File: config.mk
export PLATFORM = sky130hd
export DESIGN_NAME = gan_layer_scheduler
export DESIGN_NICKNAME = d
export VERILOG_FILES = /design/src/rtl/gan_sched_pkg.sv /design/src/rtl/gan_sched_watchdog.sv /design/src/rtl/gan_layer_scheduler.sv
export SDC_FILE = /design/constraint.sdc
export NUM_CORES = 1
export LEC_CHECK = 0
export ABC_AREA = 1
export CAP_MARGIN = 20
export CORE_AREA = 2 2 85 87
export CTS_CLUSTER_DIAMETER = 40
export CTS_CLUSTER_SIZE = 25
export DETAILED_ROUTE_END_ITERATION = 8
export DIE_AREA = 0 0 87 89
export PLACE_DENSITY = 0.68
export SLEW_MARGIN = 10
export SYNTH_ARGS = -nofsm -noshare
export SYNTH_HDL_FRONTEND = slang
export SYNTH_SLANG_ARGS = --single-unit
File: constraint.sdc
create_clock -name clk -period 2.7 [get_ports clk]
set_input_delay 0.54 -clock clk [delete_from_list [all_inputs] [get_ports clk]]
set_output_delay 0.54 -clock clk [all_outputs]
set_load 0.05 [all_outputs]
File: src/rtl/gan_sched_pkg.sv
// ----------------------------------------------------------------------------
// gan_sched_pkg
//
// Purpose:
//   Shared definitions for the generator-chain layer scheduler: the FSM state
//   encoding, default sizing values and a small helper for sizing the
//   watchdog timer.
//
// Contents:
//   sched_state_t            ST_IDLE=2'd0, ST_RUN=2'd1, ST_ERR=2'd2
//   DEFAULT_NUM_LAYERS       number of sequenced layers
//   DEFAULT_IDX_W            width of the current-layer index
//   DEFAULT_TIMEOUT_CYCLES   per-layer watchdog limit
//   DEFAULT_CNT_W            width of the run cycle counter
//   timer_width()            bits needed to hold 0..limit inclusive
// ----------------------------------------------------------------------------
package gan_sched_pkg;

    // Scheduler states. ST_ERR is only reachable when the watchdog is built in.
    typedef enum logic [1:0] {
        ST_IDLE = 2'd0,
        ST_RUN  = 2'd1,
        ST_ERR  = 2'd2
    } sched_state_t;

    localparam int DEFAULT_NUM_LAYERS     = 3;
    localparam int DEFAULT_IDX_W          = 3;
    localparam int DEFAULT_TIMEOUT_CYCLES = 131072;
    localparam int DEFAULT_CNT_W          = 32;

    // The watchdog counter has to be able to reach the limit value itself,
    // so it needs one more code than clog2(limit) alone would give.
    function automatic int timer_width(input int limit);
        return (limit < 1) ? 1 : $clog2(limit + 1);
    endfunction

endpackage

File: src/rtl/gan_sched_watchdog.sv
// ----------------------------------------------------------------------------
// gan_sched_watchdog
//
// Purpose:
//   Per-layer stall timer for the layer scheduler. Only instantiated when the
//   scheduler is built with GAN_SCHED_WATCHDOG_EN defined.
//   The count restarts on every layer launch and advances once per cycle while
//   the scheduler waits for the running layer. Once it reaches TIMEOUT_CYCLES
//   it stops there and holds timeout high until the next clear.
//
// Parameters:
//   TIMEOUT_CYCLES  cycles a layer may wait before timeout is raised
//
// Ports:
//   clk      in   rising-edge clock
//   rst_n    in   asynchronous active-low reset
//   clear    in   restart the count (a layer is being launched)
//   enable   in   count this cycle (scheduler is running)
//   timeout  out  count has reached TIMEOUT_CYCLES
// ----------------------------------------------------------------------------
module gan_sched_watchdog
    import gan_sched_pkg::*;
#(
    parameter int TIMEOUT_CYCLES = DEFAULT_TIMEOUT_CYCLES
) (
    input  logic clk,
    input  logic rst_n,
    input  logic clear,
    input  logic enable,
    output logic timeout
);

    localparam int            TW    = timer_width(TIMEOUT_CYCLES);
    localparam logic [TW-1:0] LIMIT = TW'(TIMEOUT_CYCLES);

    logic [TW-1:0] count;

    // Wait-cycle counter. A launch always wins over counting so the new layer
    // starts from zero; the count parks at the limit so timeout stays
    // asserted instead of wrapping around.
    always_ff @(posedge clk or negedge rst_n) begin
        if (!rst_n) begin
            count <= '0;
        end else if (clear) begin
            count <= '0;
        end else if (enable && (count != LIMIT)) begin
            count <= count + TW'(1);
        end
    end

    assign timeout = (count == LIMIT);

endmodule

File: src/rtl/gan_layer_scheduler.sv
// ----------------------------------------------------------------------------
// gan_layer_scheduler
//
// Purpose:
//   Top-level sequencer for the generator inference chain. On an accepted
//   request it launches layer 0 with a one-cycle start pulse, waits for that
//   layer's done pulse, launches the next layer one cycle later, and so on.
//   After the last layer finishes it pulses done for one cycle. It also keeps
//   a saturating count of the cycles spent running and, optionally, a
//   per-layer watchdog. There is no data path here.
//
// Build option:
//   GAN_SCHED_WATCHDOG_EN  when defined, a layer that has waited
//                          TIMEOUT_CYCLES without answering moves the
//                          scheduler to ST_ERR and sets the sticky err flag.
//                          When undefined there is no timer, ST_ERR cannot be
//                          reached and err stays 0; a stalled layer keeps the
//                          scheduler running until abort.
//
// Parameters:
//   NUM_LAYERS      number of sequenced layers (2..8)
//   IDX_W           width of cur_layer, at least clog2(NUM_LAYERS)
//   TIMEOUT_CYCLES  watchdog limit per layer (watchdog build only)
//   CNT_W           width of cycle_count
//
// Ports:
//   clk          in   rising-edge clock
//   rst_n        in   asynchronous active-low reset
//   req          in   run the full chain; only looked at in IDLE / ERR
//   abort        in   synchronous abort back to IDLE, beats req and done
//   layer_done   in   per-layer one-cycle done pulses
//   layer_start  out  one-hot one-cycle start pulses
//   busy         out  chain is running
//   done         out  one-cycle pulse after the last layer completes
//   err          out  sticky watchdog error, cleared by the next accepted req
//   cur_layer    out  index of the running layer, 0 when idle
//   cycle_count  out  cycles spent running in the last/current run
// ----------------------------------------------------------------------------
module gan_layer_scheduler
    import gan_sched_pkg::*;
#(
    parameter int NUM_LAYERS     = DEFAULT_NUM_LAYERS,
    parameter int IDX_W          = DEFAULT_IDX_W,
    parameter int TIMEOUT_CYCLES = DEFAULT_TIMEOUT_CYCLES,
    parameter int CNT_W          = DEFAULT_CNT_W
) (
    input  logic                  clk,
    input  logic                  rst_n,
    input  logic                  req,
    input  logic                  abort,
    input  logic [NUM_LAYERS-1:0] layer_done,
    output logic [NUM_LAYERS-1:0] layer_start,
    output logic                  busy,
    output logic                  done,
    output logic                  err,
    output logic [IDX_W-1:0]      cur_layer,
    output logic [CNT_W-1:0]      cycle_count
);

    localparam logic [NUM_LAYERS-1:0] FIRST_START = NUM_LAYERS'(1);
    localparam logic [IDX_W-1:0]      LAST_IDX    = IDX_W'(NUM_LAYERS - 1);

    sched_state_t            state;
    sched_state_t            state_next;
    logic [NUM_LAYERS-1:0]   start_next;
    logic                    done_next;
    logic                    busy_next;
    logic                    err_next;
    logic [IDX_W-1:0]        layer_next;
    logic [CNT_W-1:0]        count_next;
    logic                    active_done;
    logic                    stall_timeout;

    // Only the running layer's done bit counts, and not in the cycle its own
    // start pulse is still out: an engine has to take at least one cycle, so
    // a done that coincides with the start is stale and must not advance us.
    always_comb begin
        active_done = 1'b0;
        for (int i = 0; i < NUM_LAYERS; i++) begin
            if (cur_layer == IDX_W'(i)) begin
                active_done = layer_done[i] & ~layer_start[i];
            end
        end
    end

`ifdef GAN_SCHED_WATCHDOG_EN
    // The timer restarts whenever a start pulse is about to be issued, which
    // covers both the initial launch and every layer-to-layer hand-off.
    gan_sched_watchdog #(
        .TIMEOUT_CYCLES(TIMEOUT_CYCLES)
    ) u_watchdog (
        .clk    (clk),
        .rst_n  (rst_n),
        .clear  (|start_next),
        .enable (state == ST_RUN),
        .timeout(stall_timeout)
    );
`else
    logic unused_timeout_cfg;

    // Without the watchdog a layer can never time out; the timeout parameter
    // is still referenced here so every build shares one parameter list.
    assign stall_timeout      = 1'b0;
    assign unused_timeout_cfg = (TIMEOUT_CYCLES > 0);
`endif

    // Next-state and next-output logic. Every output is registered, so this
    // block decides what each output will show in the cycle after the edge.
    // abort is checked first everywhere because it beats both req and done.
    // The run counter ticks on every RUN cycle that is not aborted, including
    // the final one that produces done, and sticks at all-ones.
    always_comb begin
        state_next = state;
        start_next = '0;
        done_next  = 1'b0;
        busy_next  = busy;
        err_next   = err;
        layer_next = cur_layer;
        count_next = cycle_count;

        case (state)
            ST_IDLE, ST_ERR: begin
                if (abort) begin
                    state_next = ST_IDLE;
                    busy_next  = 1'b0;
                    layer_next = '0;
                end else if (req) begin
                    state_next = ST_RUN;
                    start_next = FIRST_START;
                    busy_next  = 1'b1;
                    err_next   = 1'b0;
                    layer_next = '0;
                    count_next = '0;
                end
            end

            ST_RUN: begin
                if (abort) begin
                    state_next = ST_IDLE;
                    busy_next  = 1'b0;
                    layer_next = '0;
                end else begin
                    if (cycle_count != '1) begin
                        count_next = cycle_count + CNT_W'(1);
                    end
                    if (active_done) begin
                        if (cur_layer == LAST_IDX) begin
                            state_next = ST_IDLE;
                            busy_next  = 1'b0;
                            done_next  = 1'b1;
                            layer_next = '0;
                        end else begin
                            layer_next = cur_layer + IDX_W'(1);
                            start_next = FIRST_START << (cur_layer + IDX_W'(1));
                        end
                    end else if (stall_timeout) begin
                        state_next = ST_ERR;
                        busy_next  = 1'b0;
                        err_next   = 1'b1;
                    end
                end
            end

            default: begin
                state_next = ST_IDLE;
                busy_next  = 1'b0;
                layer_next = '0;
            end
        endcase
    end

    // State and output registers. Reset clears everything at once, so an
    // interrupted run leaves no stray start pulse behind.
    always_ff @(posedge clk or negedge rst_n) begin
        if (!rst_n) begin
            state       <= ST_IDLE;
            layer_start <= '0;
            busy        <= 1'b0;
            done        <= 1'b0;
            err         <= 1'b0;
            cur_layer   <= '0;
            cycle_count <= '0;
        end else begin
            state       <= state_next;
            layer_start <= start_next;
            busy        <= busy_next;
            done        <= done_next;
            err         <= err_next;
            cur_layer   <= layer_next;
            cycle_count <= count_next;
        end
    end

endmodule

Word-level counts from Yosys, hierarchy flattened
Index checks and enable logic that the tools add are counted.
- logic and storage cells: 70
- input bits: 7
- register bits after elaboration: 42
- output and inout port bits: 41
- add/subtract/negate cells: 2
- shifts and indexed selects: 1
- bitwise gates (word level): 6
- reduce and logical (&&, ||, !) cells: 7
- mux-type cells: 36
- equality and inequality tests: 12
- operators with widths (cell ; count):
    $mux 32 ; 4
    $pmux 32 s2 ; 1
    $add 32x1->32 const B ; 1
    $ne 32x32->1 const B ; 1
    $mux 3 ; 8
    $mux 1 ; 14
    $pmux 3 s2 ; 2
    $mux 2 ; 5
    $ne 3x3->1 const B ; 3
    $ne 2x2->1 const B ; 4
    $reduce_and 5->1 ; 1
    $pmux 2 s2 ; 1
    $add 3x1->3 const B ; 1
    $and 1x1->1 ; 3
    $eq 3x1->1 const B ; 1
    $eq 3x2->1 const B ; 1
    $logic_not 3->1 ; 1
    $not 1->1 ; 3
    $reduce_and 3->1 ; 1
    $shl 1x3->3 const A ; 1
    $eq 2x1->1 const B ; 1
    $eq 2x2->1 const B ; 1
    $logic_not 2->1 ; 1
    $pmux 1 s2 ; 1
    other kinds (3) ; 3

Logic depth before layout (Yosys ltp)
- depth after elaboration: 8
- mapped depth: 11
- gate-level depth less buffers: 10

Worst setup path before layout
Ideal clock, no wire load.
- path type: reg2reg
- from: register cycle_count[0]
- to: register cycle_count[0]
- path slack: 0.553 ns
- cell stages (with the launch flop): 12
- buffers on the path: 2
- arrival: 2.073 ns
- path through: dfrtp_1 -> ha_1 -> inv_2 -> nor2_4 -> nand2_4 -> nor2_8 -> nand3_4 -> nand3_2 -> buf_6 -> buf_8 -> nand2_1 -> o21ai_2
- cells in the longest elaborated chain, start to end: 4
- RTL lines (what ; line ; RTL):
    start: declaration ; gan_layer_scheduler.sv:57 ; output logic [CNT_W-1:0] cycle_count
    start signal: assignment ; gan_layer_scheduler.sv:190 ; cycle_count <= count_next;
    $add 32x1->32 ; gan_layer_scheduler.sv:144 ; count_next = cycle_count + CNT_W'(1);
    $mux 32 ; gan_layer_scheduler.sv:143 ; if (cycle_count != '1) begin
    $mux 32 ; gan_layer_scheduler.sv:138 ; if (abort) begin
    $pmux 32 s2 ; gan_layer_scheduler.sv:121 ; case (state)
Several ways; a longest one is shown, not always the timed one. The select of a mux whose other input is x is not followed.
A chain may end at the register's enable or synchronous reset.

Worst setup path after layout
- from: register cycle_count[0]
- to: output cycle_count[0]
No word-level cell between the ends.

==> run summary <==
OUTCOME
--------------------------------------------------------------------------------
Status                                                                 completed

GRT
--------------------------------------------------------------------------------
Antenna violations before repair                                               0
First-pass GRT wire length                                             11,600 µm
Maximum number of pins on one net before global-route repair                  49
GRT overflow                                                                   0
Total routing resource utilization after global routing                    19.0%
Number of global-route vias before repair                                  2,498

CTS
--------------------------------------------------------------------------------
Clock Sink Count                                                              40
Number of setup buffers added after CTS                                        0
Max Root-Sink Buffers                                                          2
Total of cells resized after clock tree synthesis                              0
Clock insertion delay at the later pin of the skew report                0.30 ns
Hold-fix buffers at CTS                                                        0
Clock tree from TritonCTS                                                   done
Clock transition at path regs                                            0.09 ns
Root buf cell                                                       sky130_fd_sc_hd__clkbuf_8
Inserted Clock Buffers                                                         5
H-tree Lvls                                                                    2

SYNTHESIS
--------------------------------------------------------------------------------
Synthesized area per cell                                               6.58 µm²
Post-synthesis cell type with the largest combined area             sky130_fd_sc_hd__dfrtp_1
Mapped cell area                                                        2630 µm²
Synthesized net count                                                        408
Dominant register cell in the synthesized netlist                   sky130_fd_sc_hd__dfrtp_1
Number of distinct library cells after synthesis                              31
Total of flip-flops plus latches after synthesis                              40
Sequential share of the synthesized area                                   38.1%
Fraction of synthesized cell area taken by the top area cell type          38.1%
Async S/R FF share, synth                                                   100%
Most frequent cell after synthesis                                  sky130_fd_sc_hd__nand2_1
Dominant cells by area after synthesis                              sky130_fd_sc_hd__dfrtp_1 (38%), sky130_fd_sc_hd__nand2_1 (22%), sky130_fd_sc_hd__nor2_1 (10%), sky130_fd_sc_hd__nand3_1 (6.7%), sky130_fd_sc_hd__inv_1 (5.1%)
Synth warnings                                                                 0
Gate count after technology mapping                                          400
Number of synthesized flops with an enable pin                                 0
Synth cell count leaders                                            sky130_fd_sc_hd__nand2_1 (154), sky130_fd_sc_hd__nor2_1 (72), sky130_fd_sc_hd__dfrtp_1 (40)

PLACE
--------------------------------------------------------------------------------
Post-DP HPWL                                                             5030 µm
Worst slack at placement                                                0.445 ns
Count of placed standard cells including taps                                519
Final RePlAce weighted congestion                                          0.904
Post-detailed-placement cell area                                       3150 µm²
Number of buffers inserted by port buffering                                  46

FINISH
--------------------------------------------------------------------------------
Post-route cell area                                                    3240 µm²
Antenna diode count                                                            0
Layout overhead on the synthesized area                                    23.3%
Finished Layout Cells                                                        527
Layout fillers                                                               679
Final nets                                                                   454
Fraction of final layout cells sized beyond drive strength 1               5.59%
Final cell utilization of the core                                         48.2%

TIMING
--------------------------------------------------------------------------------
Final worst-path setup slack                                            0.479 ns
Final critical-path required period                                      2.22 ns
Summed negative setup slack over all endpoints                              0 ns
Worst slack on hold paths                                               0.362 ns
Layout Skew                                                           0.00588 ns
Slew @ Worst Pin                                                        0.910 ns
Final-report setup violation count                                             0
Max_slew headroom                                                          39.3%
Unrepaired setup endpoints after global routing                               no
Final-report hold violation count                                              0
Fmax achieved                                                            450 MHz
Post-route clock period utilization                                        82.3%
Final max-slew violation count                                                 0

DETAILED ROUTING
--------------------------------------------------------------------------------
Remaining antenna violation count                                              0
Detailed Routing Iterations Pass 1                                             4
Met2 WL                                                                  3170 µm
Met3 layer wire length in the routed design                               433 µm
Iteration-0 DRC Markers                                                      250
# DRC                                                                          0
Wire length on met1                                                      3010 µm
Total Routed Length                                                      6720 µm
Highest metal used                                                          met4
Vias per cell                                                               4.94
Mean routed wirelength per cell                                          12.7 µm
Vias                                                                       2,604

DIE
--------------------------------------------------------------------------------
Die Width                                                                  87 µm
Total die area                                                          7740 µm²
Core Rows                                                                     30
Top Ports                                                                     48
Core Box Area                                                           6720 µm²
Initial Utilization                                                        39.1%
Die outline height                                                         89 µm

POWER
--------------------------------------------------------------------------------
Worst vdd ir                                                              300 µV
Static leakage power                                                     1.34 nW
Total Power Consumption                                                  1.48 mW
Power density over the cells                                          458 nW/µm²

RUN
--------------------------------------------------------------------------------
Max cap viols                                                                  0

MIN PATH
--------------------------------------------------------------------------------
Worst hold-check path type                                           in -> async

WORST SETUP PATH
--------------------------------------------------------------------------------
Signal arrival time at the worst endpoint                                1.68 ns
Endpoint kind of the worst setup timing path                         output port
Worst setup path class                                                reg -> out
Cell family contributing the most delay on the critical path        buffers and inverters
Worst Path Buf+Inv                                                             1
Startpoint type of the worst setup path                                flip-flop
Worst EP required                                                        2.16 ns
Worst-path maximum fanout                                                      9
CP Cell Sequence                                                    clkdlybuf4s50_1
Largest stage delay on the critical path                                 0.86 ns
Start point of the critical path                                    cycle_count[0]
Standard cell with the maximum stage delay on the critical path     sky130_fd_sc_hd__clkdlybuf4s50_1
Critical register-to-register path startpoint                       cycle_count[0]

[state kept, by name, summed over array words and instances (netlist names)]
signal,flops
done,1
layer_start,3
busy,1
cur_layer,3
cycle_count,32
[where the power goes]
part | internal, mW | switching [mW] | leakage (nW)
clock network | 0.183 | 0.242 | 0.0404
logic | 0.114 | 0.291 | 0.749
registers | 0.622 | 0.0327 | 0.554
total | 0.919 | 0.565 | 1.34
[area by class of cell]
cell class                 instances  area, µm²  area share, %
clock buffer                       5       68.8           2.12
clock inverter                     3       23.8          0.733
inverter                          37        139           4.28
multi-input combinational        313       1420           43.8
sequential                        40       1000           30.9
tap                               80        100           3.09
timing repair buffer              49        490           15.1
[layer usage]
| layer | track usage, % | vias to the layer above |
|---|---|---|
| li1 | - | 1328 |
| met1 | 25.9 | 1184 |
| met2 | 30.4 | 83 |
| met3 | 3.14 | 9 |
| met4 | 7.39 | 0 |
| met5 | 0 | - |
[layout by cell type (no fill, tap or decap), drive strengths merged]
cell             n
clkinv           1
clkdlybuf4s50   45
clkbuf           5
nor3             1
nand3           37
xor2            13
and2             1
ha               1
o21ai           20
inv             37
nand3b           1
buf              4
nor2            76
conb             1
o211ai           1
nand4            3
or2              1
nor3b            1
nand2          155
xnor2            1
clkinvlp         2
dfrtp           40
[cell families (layout without fill, tap and decap cells)]
group	after synthesis	in the layout	synth area share [%]
AO/OA/AOI/OAI	21	21	4.66
AND/OR/NAND/NOR	276	276	44.0
XOR/XNOR	14	14	4.66
other	1	1	0.143
flip-flops	40	40	38.1
adder cells (fa/ha/maj)	1	1	0.476
buffers and inverters	47	94	7.99
[worst paths after layout]
check                             endpoint  slack [ns]  depth (start not counted)
setup / recovery            cycle_count[0]        0.48                          1
hold / removal              cycle_count[9]        0.36                          1
setup reg to reg           cycle_count[21]        0.60                          9
hold reg to reg               cur_layer[1]        0.57                          2
max in group asynchronous  cycle_count[26]        1.77                          1
min in group clk              cur_layer[1]        0.57                          2
Power figures use the tool's default switching activity.
